**config.mk**
```make
export PLATFORM = sky130hd
export DESIGN_NAME = vedic_mul_sched
export DESIGN_NICKNAME = d
export VERILOG_FILES = /design/src/rtl/vedic_mul_sched.sv
export SDC_FILE = /design/constraint.sdc
export NUM_CORES = 1
export LEC_CHECK = 0
export BUFFER_PORTS_ARGS = -buffer_cell sky130_fd_sc_hd__buf_4
export CORE_MARGIN = 5
export CORE_UTILIZATION = 30
export DETAILED_ROUTE_END_ITERATION = 7
export SETUP_SLACK_MARGIN = 0.4
export SLEW_MARGIN = 25
export SYNTH_ARGS = -nofsm -noshare
export SYNTH_HDL_FRONTEND = slang
export SYNTH_SLANG_ARGS = --single-unit
```
**constraint.sdc**
```tcl
create_clock -name clk -period 3.1 [get_ports clk]
set_clock_uncertainty 0.2 [all_clocks]
set_input_delay 0.31 -clock clk [delete_from_list [all_inputs] [get_ports clk]]
set_output_delay 0.31 -clock clk [all_outputs]
set_load 0.01 [all_outputs]
```
**src/rtl/vedic_mul_sched.sv**
```systemverilog
// ---------------------------------------------------------------------------
// vedic_mul_sched
//
// Purpose:
//   Time-shares one external combinational 4x4 multiplier between two
//   requesters. Each accepted 8x8 unsigned multiply is split into four
//   nibble partial products, as in Urdhva-Tiryagbhyam (vertical and
//   crosswise). They are issued on four consecutive cycles and summed into a
//   16-bit accumulator. A round-robin pointer decides which requester wins
//   when both are valid in the same idle cycle.
//
// Ports:
//   clk                   sole clock; all state updates on the rising edge
//   rst                   synchronous, active-high reset
//   req0_valid/a/b/ready  requester 0 handshake and 8-bit operands
//   req1_valid/a/b/ready  requester 1 handshake and 8-bit operands
//   mul_a, mul_b          4-bit operands driven to the external multiplier
//   mul_p                 8-bit product from the external multiplier
//   rsp_valid/id/p/ready  result handshake: owner id and 16-bit product
//   busy                  high whenever the scheduler is not idle
// ---------------------------------------------------------------------------
module vedic_mul_sched (
    input  logic        clk,
    input  logic        rst,

    input  logic        req0_valid,
    input  logic [7:0]  req0_a,
    input  logic [7:0]  req0_b,
    output logic        req0_ready,

    input  logic        req1_valid,
    input  logic [7:0]  req1_a,
    input  logic [7:0]  req1_b,
    output logic        req1_ready,

    output logic [3:0]  mul_a,
    output logic [3:0]  mul_b,
    input  logic [7:0]  mul_p,

    output logic        rsp_valid,
    output logic        rsp_id,
    output logic [15:0] rsp_p,
    input  logic        rsp_ready,

    output logic        busy
);

    typedef enum logic [1:0] {
        ST_IDLE = 2'd0,
        ST_MUL  = 2'd1,
        ST_DONE = 2'd2
    } state_e;

    // -----------------------------------------------------------------------
    // State
    // -----------------------------------------------------------------------
    state_e      state_q, state_d;
    logic [1:0]  step_q,  step_d;
    logic [15:0] acc_q,   acc_d;
    logic [7:0]  op_a_q,  op_a_d;
    logic [7:0]  op_b_q,  op_b_d;
    logic        id_q,    id_d;
    logic        rr_q,    rr_d;   // requester that wins the next tie

    // -----------------------------------------------------------------------
    // Arbitration
    // -----------------------------------------------------------------------
    // A lone valid always wins. A tie is broken by the round-robin pointer.
    // When any requester is valid, the winner is by construction valid, so
    // grant_any in IDLE is also the handshake condition.
    logic grant_any;
    logic grant_id;

    always_comb begin
        grant_any = req0_valid | req1_valid;
        if (req0_valid && req1_valid) begin
            grant_id = rr_q;
        end else begin
            grant_id = req1_valid;
        end
    end

    // -----------------------------------------------------------------------
    // Partial-product selection
    // -----------------------------------------------------------------------
    // step0 = lo*lo, step1 = hi(A)*lo(B), step2 = lo(A)*hi(B),
    // step3 = hi*hi. The A nibble follows step[0] and the B nibble follows
    // step[1]. The weight is 0, 4, 4 or 8 bits: 4 * (step[0] + step[1]).
    logic [3:0]  sel_a;
    logic [3:0]  sel_b;
    logic [15:0] partial;

    always_comb begin
        sel_a = step_q[0] ? op_a_q[7:4] : op_a_q[3:0];
        sel_b = step_q[1] ? op_b_q[7:4] : op_b_q[3:0];
        case (step_q)
            2'd0:    partial = {8'd0, mul_p};
            2'd1,
            2'd2:    partial = {4'd0, mul_p, 4'd0};
            default: partial = {mul_p, 8'd0};
        endcase
    end

    // -----------------------------------------------------------------------
    // Next-state and output logic
    // -----------------------------------------------------------------------
    // NOTE: every signal assigned in this block gets a default first. A path
    // that forgets to assign one would otherwise infer a latch.
    always_comb begin
        state_d    = state_q;
        step_d     = step_q;
        acc_d      = acc_q;
        op_a_d     = op_a_q;
        op_b_d     = op_b_q;
        id_d       = id_q;
        rr_d       = rr_q;

        req0_ready = 1'b0;
        req1_ready = 1'b0;
        mul_a      = 4'd0;
        mul_b      = 4'd0;
        rsp_valid  = 1'b0;
        rsp_id     = 1'b0;
        rsp_p      = 16'd0;
        busy       = (state_q != ST_IDLE);

        case (state_q)
            ST_IDLE: begin
                if (grant_any) begin
                    req0_ready = ~grant_id;
                    req1_ready =  grant_id;

                    op_a_d  = grant_id ? req1_a : req0_a;
                    op_b_d  = grant_id ? req1_b : req0_b;
                    id_d    = grant_id;
                    acc_d   = 16'd0;
                    step_d  = 2'd0;
                    rr_d    = ~grant_id;
                    state_d = ST_MUL;
                end
            end

            ST_MUL: begin
                mul_a  = sel_a;
                mul_b  = sel_b;
                // The sum of the four weighted 8-bit partials is exactly the
                // 8x8 product, so 16 bits cannot overflow.
                acc_d  = acc_q + partial;
                step_d = step_q + 2'd1;
                if (step_q == 2'd3) begin
                    state_d = ST_DONE;
                end
            end

            ST_DONE: begin
                // Readys stay low here, so a new accept can never share a
                // cycle with the response handshake.
                rsp_valid = 1'b1;
                rsp_id    = id_q;
                rsp_p     = acc_q;
                if (rsp_ready) begin
                    state_d = ST_IDLE;
                end
            end

            default: begin
                state_d = ST_IDLE;
            end
        endcase
    end

    // -----------------------------------------------------------------------
    // State registers
    // -----------------------------------------------------------------------
    // NOTE: sequential state uses non-blocking assignments. All flops update
    // together from values computed in the previous delta cycle, with no
    // ordering races between always blocks.
    always_ff @(posedge clk) begin
        if (rst) begin
            state_q <= ST_IDLE;
            step_q  <= 2'd0;
            acc_q   <= 16'd0;
            op_a_q  <= 8'd0;
            op_b_q  <= 8'd0;
            id_q    <= 1'b0;
            rr_q    <= 1'b0;
        end else begin
            state_q <= state_d;
            step_q  <= step_d;
            acc_q   <= acc_d;
            op_a_q  <= op_a_d;
            op_b_q  <= op_b_d;
            id_q    <= id_d;
            rr_q    <= rr_d;
        end
    end

endmodule

```
After elaboration in Yosys (flattened, before gate mapping) --
Cells that the tools add are included.
Storage, ports and cells: register bits after elaboration 38, input port bits 45, output and inout bits 29, word-level logic and storage cells 51
Operators by class: $add $sub $neg 2, eq/ne operators 8, mux-type cells 23, bitwise gates (word level) 2, reduce and logical (&&, ||, !) cells 9
Operators with widths (count):
- 16-bit case mux with 2 select lines | 2
- 16-bit two-way mux | 2
- 16-bit adder | 1
- 4-bit two-way mux | 4
- 8-bit two-way mux | 2
- 2-bit two-way mux | 4
- 1-bit two-way mux | 7
- 2-bit equality test, second input constant | 3
- 2-bit != test, second input constant | 3
- 2-bit case mux with 3 select lines | 1
- 2-bit by 1-bit equality test with 1-bit output, second input constant | 2
- 2-bit zero test | 2
- 2-bit case mux with 2 select lines | 1
- 2-bit AND reduction | 2
- 2-bit nonzero test | 2
- 3-bit AND reduction | 1
- 2-bit by 1-bit adder with 2-bit output, second input constant | 1
- 2-bit OR reduction | 1
- 1-bit logical AND | 1
- 1-bit inverter | 1
- 1-bit bitwise OR | 1

Logic depth before layout (Yosys ltp) --
word-level depth 5, gate-level depth with buffers 13

Worst setup path before layout --
OpenSTA, ideal clock, no wires.
path type reg-to-reg, start point register step_q[0], end point register acc_q[12], setup time 117 ps, arrival 2626 ps, path slack 157 ps, cell stages (with the launch flop) 12, cell sequence dfxtp_1 -> clkbuf_1 -> inv_1 -> ha_1 -> nor2b_1 -> a22o_1 -> ha_1 -> nand4_1 -> or2_2 -> a21oi_2 -> o21ai_0 -> a32o_1
Between the ends: cells in the longest elaborated chain, start to end 5, elaborated cells between the ends (all ways) 7, classes of those cells add/sub: 1; eq/ne: 2; mux: 2; reduce/logical: 2
Ends and longest elaborated chain:
- from (decl) | line 58 | logic [1:0] step_q, step_d;
- from (signal assigned) | line 189 | step_q <= step_d;
- 2-bit by 1-bit equality test with 1-bit output or 2-bit equality test (tied branches) | line 96 | case (step_q)
- 2-bit OR reduction | line 96
- 16-bit case mux with 2 select lines (*) | line 96
- 16-bit adder (*) | line 148 | acc_d = acc_q + partial;
- 16-bit case mux with 2 select lines (*) | line 127 | case (state_q)
- to (signal assigned) | line 182 | acc_q <= 16'd0;
- to (signal assigned) | line 190 | acc_q <= acc_d;
- to (decl) | line 59 | logic [15:0] acc_q, acc_d;
Mark *: on every way between the ends. The rest lies on a longest branch, timed or not. A chain may end at the register's enable or synchronous reset.

Worst setup path after layout --
Same ends and word-level chain as after synthesis.

==> out/results.tsv <==
stage	metric	value	unit
route	drc_errors	0	
clocking	cts_tree	yes	
floorplan	die_height	104	µm
power	p_leak	1.53	nW
clocking	clockBufferDepth	2	
yosys	ys_ff_latch	38	
critical_path	endpoint_kind	register	
floorplan	ios	74	
clocking	clock-root-buffer	clkbuf_8	
route	detail_route.iter0.violations	156	
critical_path	critPathKind	reg -> reg	
yosys	synthArstFlopShare	0	
yosys	synth-edff-count	0	
clocking	htree_levels	2	
placement	port_buffers	73	
timing	slew_violations	0	
route	drtAntennaViolNets	0	
timing	fin_crit_sh	0.866	
timing	tightestPinTransition	0.724	ns
global_route	grt-ovfl-total	0	
layout	final_nets	462	
yosys	synthTopCellsByArea	dfxtp_1, ha_1, nor2_1	
placement	placed_area	3350	µm²
yosys	synth_top_area_share	0.290	
timing	period_needed	2.69	ns
global_route	grt_max_degree	33	
hold_path	min_path_type	in -> reg	
floorplan	fp-row-count	34	
run	cap_violations	0	
yosys	synthCells	325	
timing	finalSetupViolCount	0	
yosys	synth.most_common_cell	nor2_1	
critical_path	worstPathRequired	3.10	ns
placement	routabilityCongestion	0.905	
route	first_pass_iters	6	
route	vias	2725	
layout	antennaDiodeCount	0	
global_route	grt_pass1_vias	2797	
timing	whs	0.0710	ns
floorplan	die_area	10700	µm²
timing	hold_viol	0	
global_route	track_usage	0.148	
floorplan	die-width	104	µm
critical_path	cp_max_fo	5	
timing	fmax	372	MHz
run_status	status	finished clean	
timing	setup_tns	0	ns
clocking	numCtsBuffers	5	
critical_path	start_kind	register	
clocking	clk_pin_slew	0.09	ns
clocking	hold_buffers	0	
clocking	insertion_delay	0.29	ns
yosys	syn_area	2630	µm²
power	p_per_area	416	nW/µm²
floorplan	core-area	8640	µm²
clocking	clock-sinks	38	
layout	area_growth	35.7	%
placement	hpwlAfterDp	6.17	mm
floorplan	start_util	0.304	
critical_path	cp_data_arrival_time	2.68	ns
yosys	yosysWarnings	0	
route	vias_per_cell	5.37	
route	routed_wl	8.08	mm
layout	fin_area	3560	µm²
yosys	synth.distinct_cells	52	
timing	rsz0062_at_grt	yes	
power	ir_worst_vdd	0.225	mV
yosys	synthFlopType	dfxtp_1	
yosys	yosys.area.top_type	dfxtp_1	
yosys	synth_nets	389	
global_route	grt_pass1_wl	13.4	mm
route	wire_per_inst	15.9	µm
yosys	synth_commonest_cells	nor2_1, dfxtp_1, and2_1	
yosys	syn_area_per_cell	8.08	µm²
global_route	antenna_found_initial	0	
layout	drive_gt1_frac	0.311	
timing	maxSlewHeadroom	0.517	
yosys	ys_seq_area_frac	0.290	
layout	nFillCells	870	
-- power breakdown --
part / internal, mW / total, mW / switching (mW)
clock: 0.323 / 0.525 / 0.203
combinational: 0.192 / 0.408 / 0.216
sequential: 0.523 / 0.550 / 0.0269
-- path summary, 6_finish.rpt --
path,start,end,slack (ns),cells after the start
worst max-delay path,step_q[0]$_SDFFE_PP0P_,acc_q[12]$_SDFFE_PP0P_,0.41,12
worst min-delay path,req0_b[6],op_b_q[6]$_SDFFE_PP0P_,0.07,3
worst max register to register,step_q[0]$_SDFFE_PP0P_,acc_q[12]$_SDFFE_PP0P_,0.41,12
worst min register to register,id_q$_SDFFE_PP0P_,id_q$_SDFFE_PP0P_,0.30,2
-- per-stage QoR --
| step | power, mW | util | instances | worst slack [ns] |
|---|---|---|---|---|
| CTS | 1.48 | 0.408 | 506 | 0.405 |
| finish | 1.48 | 0.413 | 507 | 0.415 |
| global route | 1.57 | 0.413 | 507 | 0.283 |
| detailed placement | 0.946 | 0.388 | 495 | 0.177 |
| global placement | 0.943 | 0.388 | 495 | 0.183 |
| floorplan | 0.822 | - | 325 | 0.405 |
-- critical path: stages, from the launching register on --
cell,delay (ns)
dfxtp_4,0.35
inv_1,0.08
ha_4,0.16
nor2b_4,0.16
and2_4,0.15
ha_2,0.17
inv_2,0.04
fa_2,0.35
nor2b_2,0.16
o211ai_2,0.14
a21oi_2,0.25
o21ai_1,0.11
a32o_1,0.25
-- cell usage in the layout, fill, tap and decap left out, drive strengths merged, types with 2 or more instances in the layout --
cell    count
a211oi      3
a21boi      2
a21o        2
a21oi      23
a222oi     16
a22o        4
a22oi       9
a31oi       2
a32o        4
a41oi       2
and2       24
and3        3
buf        82
bufinv      2
clkbuf      5
dfxtp      38
ha         18
inv        12
mux2i      10
nand2      23
nand2b      3
nand3       8
nand3b      2
nor2       45
nor2b       5
nor3        3
o211ai      6
o21a        3
o21ai      15
or2         2
or3         4
xnor2       2
xor2        3
-- cell type report --
cell class	count	area, µm²	share of cell area
timing repair buffer	82	616	0.173
sequential	38	766	0.215
clock buffer	5	68.8	0.0193
tap	108	135	0.0379
clock inverter	3	68.8	0.0193
multi-input combinational	259	1870	0.523
inverter	12	45.0	0.0126
-- state kept, by name (all words and copies together) (netlist names) --
register and cells:
step_q 2, acc_q 16, op_b_q 8, state_q 2, op_a_q 8, rr_q 1, id_q 1
-- timing repair --
item,4_1_cts,5_1_grt
pin swaps,3,6
gates resized for setup,6,9
setup buffers,3,1
endpoints found under the setup margin,11,10
-- per-layer routing --
layer	vias up	track usage	routed length [µm]
li1	1354	-	-
met1	1253	0.189	3610
met2	108	0.241	3680
met3	10	0.0423	670
met4	0	0.0440	121
met5	-	0	0
-- kinds of logic (layout without fill, tap and decap cells) --
kind of cell	count (synthesis)	in the layout	synth area share
flip-flops	38	38	0.290
multiplexers	10	10	0.0381
AO/OA/AOI/OAI	97	97	0.275
XOR/XNOR	5	5	0.0167
adder cells (fa/ha/maj)	19	19	0.0934
AND/OR/NAND/NOR	128	128	0.243
buffers and inverters	28	102	0.0438
No activity file was read; power rests on OpenSTA's default activity.
